`src/rtl/mem_arbiter.sv`:
```
// mem_arbiter: two-master arbiter for the shared 256-bit line memory port.
// Master 0 is the I-cache refill path, master 1 the D-cache. One whole
// transaction is granted at a time, followed by a one-cycle idle gap.
// A watchdog raises a sticky err_o when a BUSY transaction waits too long.
//
// Build option: define MEM_ARB_RR_EN for round-robin selection; otherwise
// fixed priority with master 1 winning contention.
//
// state | meaning
// ------+-------------------------------------------------------------
// IDLE  | no owner; evaluate requests and latch a winner
// BUSY  | winner drives the memory port until mem_ack_i
// GAP   | one dead cycle so a master's stale request is not re-granted
module mem_arbiter #(
    parameter int unsigned TIMEOUT_CYCLES = 64
) (
    input  logic         clk_i,
    input  logic         rst_i,
    input  logic         m0_enable_i,
    input  logic         m0_write_i,
    input  logic [31:0]  m0_addr_i,
    input  logic [255:0] m0_data_i,
    output logic         m0_ack_o,
    output logic [255:0] m0_data_o,
    input  logic         m1_enable_i,
    input  logic         m1_write_i,
    input  logic [31:0]  m1_addr_i,
    input  logic [255:0] m1_data_i,
    output logic         m1_ack_o,
    output logic [255:0] m1_data_o,
    output logic         mem_enable_o,
    output logic         mem_write_o,
    output logic [31:0]  mem_addr_o,
    output logic [255:0] mem_data_o,
    input  logic         mem_ack_i,
    input  logic [255:0] mem_data_i,
    output logic [1:0]   grant_o,
    output logic         err_o
);

    localparam logic [1:0] ST_IDLE = 2'd0;
    localparam logic [1:0] ST_BUSY = 2'd1;
    localparam logic [1:0] ST_GAP  = 2'd2;

    localparam logic [7:0] WD_LIMIT = 8'(TIMEOUT_CYCLES);

    logic [1:0] state_q, state_d;
    logic [1:0] grant_q, grant_d;
    logic [7:0] wd_cnt_q, wd_cnt_d;
    logic       err_q, err_d;
    logic [1:0] pick;
    logic       busy;

`ifdef MEM_ARB_RR_EN
    logic [1:0] last_q, last_d;

    // Round-robin pick: on contention the master not granted last wins
    always_comb begin
        pick = 2'b00;
        if (m0_enable_i && m1_enable_i) begin
            pick = last_q[0] ? 2'b10 : 2'b01;
        end else if (m1_enable_i) begin
            pick = 2'b10;
        end else if (m0_enable_i) begin
            pick = 2'b01;
        end
    end
`else
    // Fixed-priority pick: the D-cache (master 1) wins contention
    always_comb begin
        pick = 2'b00;
        if (m1_enable_i) begin
            pick = 2'b10;
        end else if (m0_enable_i) begin
            pick = 2'b01;
        end
    end
`endif

    // Next-state, grant and watchdog logic
    always_comb begin
        state_d  = state_q;
        grant_d  = grant_q;
        wd_cnt_d = wd_cnt_q;
        err_d    = err_q;
`ifdef MEM_ARB_RR_EN
        last_d   = last_q;
`endif
        case (state_q)
            ST_IDLE: begin
                if (pick != 2'b00) begin
                    state_d  = ST_BUSY;
                    grant_d  = pick;
                    wd_cnt_d = 8'd0;
`ifdef MEM_ARB_RR_EN
                    last_d   = pick;
`endif
                end
            end
            ST_BUSY: begin
                // An ack in the threshold cycle wins: no increment, no error
                if (mem_ack_i) begin
                    state_d = ST_GAP;
                    grant_d = 2'b00;
                end else if (wd_cnt_q != 8'hFF) begin
                    wd_cnt_d = wd_cnt_q + 8'd1;
                    if (wd_cnt_q + 8'd1 == WD_LIMIT) begin
                        err_d = 1'b1;
                    end
                end
            end
            ST_GAP: begin
                state_d = ST_IDLE;
            end
            default: begin
                state_d = ST_IDLE;
                grant_d = 2'b00;
            end
        endcase
    end

    // State registers with asynchronous reset
    always_ff @(posedge clk_i or posedge rst_i) begin
        if (rst_i) begin
            state_q  <= ST_IDLE;
            grant_q  <= 2'b00;
            wd_cnt_q <= 8'd0;
            err_q    <= 1'b0;
`ifdef MEM_ARB_RR_EN
            last_q   <= 2'b10;
`endif
        end else begin
            state_q  <= state_d;
            grant_q  <= grant_d;
            wd_cnt_q <= wd_cnt_d;
            err_q    <= err_d;
`ifdef MEM_ARB_RR_EN
            last_q   <= last_d;
`endif
        end
    end

    assign busy = (state_q == ST_BUSY);

    // Memory port follows the granted master while BUSY, zero otherwise
    always_comb begin
        mem_enable_o = 1'b0;
        mem_write_o  = 1'b0;
        mem_addr_o   = 32'd0;
        mem_data_o   = 256'd0;
        if (busy) begin
            mem_enable_o = 1'b1;
            if (grant_q[1]) begin
                mem_write_o = m1_write_i;
                mem_addr_o  = m1_addr_i;
                mem_data_o  = m1_data_i;
            end else if (grant_q[0]) begin
                mem_write_o = m0_write_i;
                mem_addr_o  = m0_addr_i;
                mem_data_o  = m0_data_i;
            end
        end
    end

    // Ack and read data return combinationally to the owner only
    always_comb begin
        m0_ack_o  = busy && grant_q[0] && mem_ack_i;
        m1_ack_o  = busy && grant_q[1] && mem_ack_i;
        m0_data_o = m0_ack_o ? mem_data_i : 256'd0;
        m1_data_o = m1_ack_o ? mem_data_i : 256'd0;
    end

    assign grant_o = busy ? grant_q : 2'b00;
    assign err_o   = err_q;

endmodule

```
`config.mk`:
```
export PLATFORM = sky130hd
export DESIGN_NAME = mem_arbiter
export DESIGN_NICKNAME = d
export VERILOG_FILES = /design/src/rtl/mem_arbiter.sv
export SDC_FILE = /design/constraint.sdc
export NUM_CORES = 1
export LEC_CHECK = 0
export ABC_AREA = 1
export CORE_AREA = 2 2 637 639
export DETAILED_ROUTE_END_ITERATION = 8
export DIE_AREA = 0 0 639 641
export GPL_TIMING_DRIVEN = 0
export RECOVER_POWER = 100
export SETUP_SLACK_MARGIN = 0.15
export SLEW_MARGIN = 20
export SYNTH_ARGS = -nofsm -noshare
export SYNTH_HDL_FRONTEND = slang
export SYNTH_SLANG_ARGS = --single-unit
export TNS_END_PERCENT = 1
```
`constraint.sdc`:
```
create_clock -name clk_i -period 1.23 [get_ports clk_i]
set_input_delay 0.123 -clock clk_i [delete_from_list [all_inputs] [get_ports clk_i]]
set_output_delay 0.123 -clock clk_i [all_outputs]
set_load 0.05 [all_outputs]
```
==> results.py <==
metrics = {
    "setup_path": {
        "crit_type": "register to output port",
        "critPathLaunchType": "register",
        "critPathRequiredTime_ps": 1110,
        "crit_end": "mem_addr_o[0]",
        "cp-startpoint": "state_q[1]$_DFFE_PP0P_",
        "rrSetupSlack_ps": -340,
        "r2r-start": "wd_cnt_q[0]$_DFFE_PP0P_",
        "crit_path_end_kind": "output port",
        "cp_max_fo": 11,
        "r2r-end": "wd_cnt_q[0]$_DFFE_PP0P_",
        "r2r_cells": 8,
        "critPathArrivalTime_ps": 2160,
    },
    "route": {
        "ant_nets": 0,
        "first_iter_violations": 1788,
        "post_drt_via_cell_ratio": 2.47,
        "vias": 20601,
        "drt_wl_total_um": 371000,
        "drt_pass1_iterations": 5,
        "route.detailed.drc": 0,
        "wire_per_inst_um": 44.5,
    },
    "timing": {
        "finalWorstPathRequiredPeriod_ps": 2280,
        "max_slew_margin_pct": 35.7,
        "rsz0062_at_grt": "true",
        "finalWorstSetupSlack_ps": -1050,
        "fin_crit_sh_pct": 186,
        "fmax_mhz": 438,
        "holdWs_ps": 387,
        "clock_skew_ps": 1.02,
        "hold_viol_final": 0,
        "finalSetupViolations": 816,
        "slew_violations": 0,
        "tightest_slew_ps": 965,
    },
    "place": {
        "hpwlAfterDp_um": 351000,
        "dp_slack_ps": -2730,
        "gp_congestion": 1.22,
        "io_buffers": 1645,
    },
    "clocking": {
        "clockRootBuffer": "clkbuf_16",
        "clk_path_buf_depth": 2,
        "cts_sinks": 13,
        "numCtsBuffers": 3,
        "clk_pin_slew_ps": 50,
        "clk_latency_ps": 240,
        "htreeDepth": 1,
        "cts_tree": "built",
    },
    "logic_synthesis": {
        "synth_top_family_by_area": "simple AND/OR/NAND/NOR gates",
        "ys_types": 27,
        "synth_xor_area_share_pct": 0.0873,
        "synthAdderAreaFrac_pct": 0.250,
        "yosysSeqAreaShare_pct": 3.24,
        "synth-compound-area-share_pct": 29.6,
        "synth_fp_nets": 2163,
        "yosys_warnings": 0,
        "netlist_area_um2": 10000,
        "synthCells": 1322,
        "syn_area_per_cell_um2": 7.59,
        "ys_ff_latch": 13,
        "synth-simple-area-share_pct": 43.5,
        "synth.area.mux_share_pct": 0,
    },
    "power": {
        "power_frac_seq_pct": 1.3,
        "peakVddDrop_uv": 1350,
        "total_leakage_power_uw": 0.0123,
        "switching_share_pct": 72.4,
        "power_switching_uw": 35800,
        "internal_power_uw": 13600,
        "p_comb_share_pct": 97.4,
        "powerDensity_nw_per_um2": 1480,
        "p_clk_share_pct": 1.3,
    },
    "status": {
        "violations": "setup timing",
        "status": "finished with violations",
    },
    "global_route": {
        "overflow": 0,
        "grt_usage_pct": 17.3,
        "grt_max_degree": 14,
        "antenna_found_initial": 380,
        "grt_pass1_vias": 18532,
        "grt_pass1_wl_um": 408000,
    },
    "final_layout": {
        "area_delta_synth_final_pct": 232,
        "drive_gt1_share_pct": 51.1,
        "fin_nets": 3818,
        "final_util_pct": 8.27,
        "final_common_cell": "clkdlybuf4s50_1",
        "layout.cells.most_common_list": "841 x clkdlybuf4s50_1, 333 x nor2_4, 268 x inv_1, 251 x a32o_1, 186 x clkbuf_2",
    },
    "min_path": {
        "min_path_type": "primary input to asynchronous set/reset pin",
    },
    "die": {
        "io_pins": 1646,
        "rows": 233,
        "start_util_pct": 2.49,
        "dieArea_um2": 410000,
        "die_height_um": 641,
        "core-area_um2": 402000,
        "die_w_um": 639,
    },
    "run": {
        "drv_cap": 0,
    },
}
[power groups by stage]
| stage | sequential [µW] | clock (µW) | combinational [µW] |
|---|---|---|---|
| after global placement | 617 | 0 | 47800 |
| after global routing | 638 | 661 | 49800 |
| after detailed placement | 627 | 0 | 47500 |
| after floorplan | 607 | 0 | 22500 |
| after CTS | 622 | 639 | 47900 |
| final | 625 | 634 | 48100 |
[worst max-delay path, cell delays in order (launching register included)]
cell,delay [ps]
dfrtp_1,380
inv_2,90
nand2_4,80
nor2_4,110
buf_12,140
buf_16,190
buf_16,170
buf_8,190
a32o_1,250
buf_6,230
[layout make-up]
class / instances / area, µm²
Fill cell: 47056 / 369000
Antenna cell: 66 / 165
Inverter: 274 / 1050
Tap cell: 5287 / 6620
Clock buffer: 4 / 78.8
Timing Repair Buffer: 1652 / 15000
Buffer: 151 / 1770
Multi-Input combinational cell: 882 / 8250
Sequential cell: 13 / 325
[synth_stat cells, drive strengths merged]
library cell,instances,area [µm²]
clkbuf,9,33.8
buf,144,1280
o21ai,11,73.8
inv,274,1030
nor3,1,5.00
ha,2,25.0
nand3,7,35.0
dfrtp,13,325
nand4,2,12.5
a32o,289,2890
xor2,1,8.76
nor2,529,4130
nand2,40,176
[what timing repair did]
item / 4_1_cts / 5_1_grt
gates resized for setup: 2742 / 989
pin swaps: 4 / 3
setup endpoints to repair: 818 / 819
gates cloned: 1 / 1
hold buffers: 0 / 0
buffers inserted: 5 / 0
[metal layers]
layer  track usage (%)  routed length, µm  vias up  share of wire (%)
met3              11.4              56800      903                 15
li1                  -                  -     7884                  -
met1              14.3             103000     9455                 28
met4              8.68              25700      202                6.9
met2              31.2             184000     2157                 50
met5            0.0118               1420        -               0.38
[cell families after synthesis]
logic type / count (synthesis)
AND/OR/NAND/NOR: 579
flip-flops: 13
adder cells (fa/ha/maj): 2
XOR/XNOR: 1
buffers and inverters: 427
AO/OA/AOI/OAI: 300
[worst min path at each step]
stage,startpoint,endpoint,slack [ps],depth (start not counted)
2_1_floorplan,rst_i,err_o$_DFFE_PP0P_,-0.04,1
3_3_place_gp,err_o$_DFFE_PP0P_,err_o$_DFFE_PP0P_,450,2
3_5_place_dp,err_o$_DFFE_PP0P_,err_o$_DFFE_PP0P_,460,2
4_1_cts,rst_i,grant_q[1]$_DFFE_PP0P_,270,2
5_1_grt,rst_i,err_o$_DFFE_PP0P_,450,2
6_report,rst_i,grant_q[0]$_DFFE_PP0P_,390,2
[through the flow]
| stage | area [µm²] | setup TNS (ps) | cells | power [µW] |
|---|---|---|---|---|
| after detailed placement | 33600 | -1345420 | 8254 | 48100 |
| after floorplan | 10900 | -365620 | 1322 | 23200 |
| after CTS | 33800 | -872440 | 8262 | 49100 |
| after global placement | 34000 | -1409710 | 8254 | 48400 |
| final | 33300 | -735960 | 8329 | 49400 |
| after global routing | 33200 | -795330 | 8302 | 51100 |
[flip-flops by register name, indices dropped and copies added, names as in the netlist]
name and count:
grant_q 2, err_o 1, state_q 2, wd_cnt_q 8
Note: power is estimated with default switching activity, not from simulation.
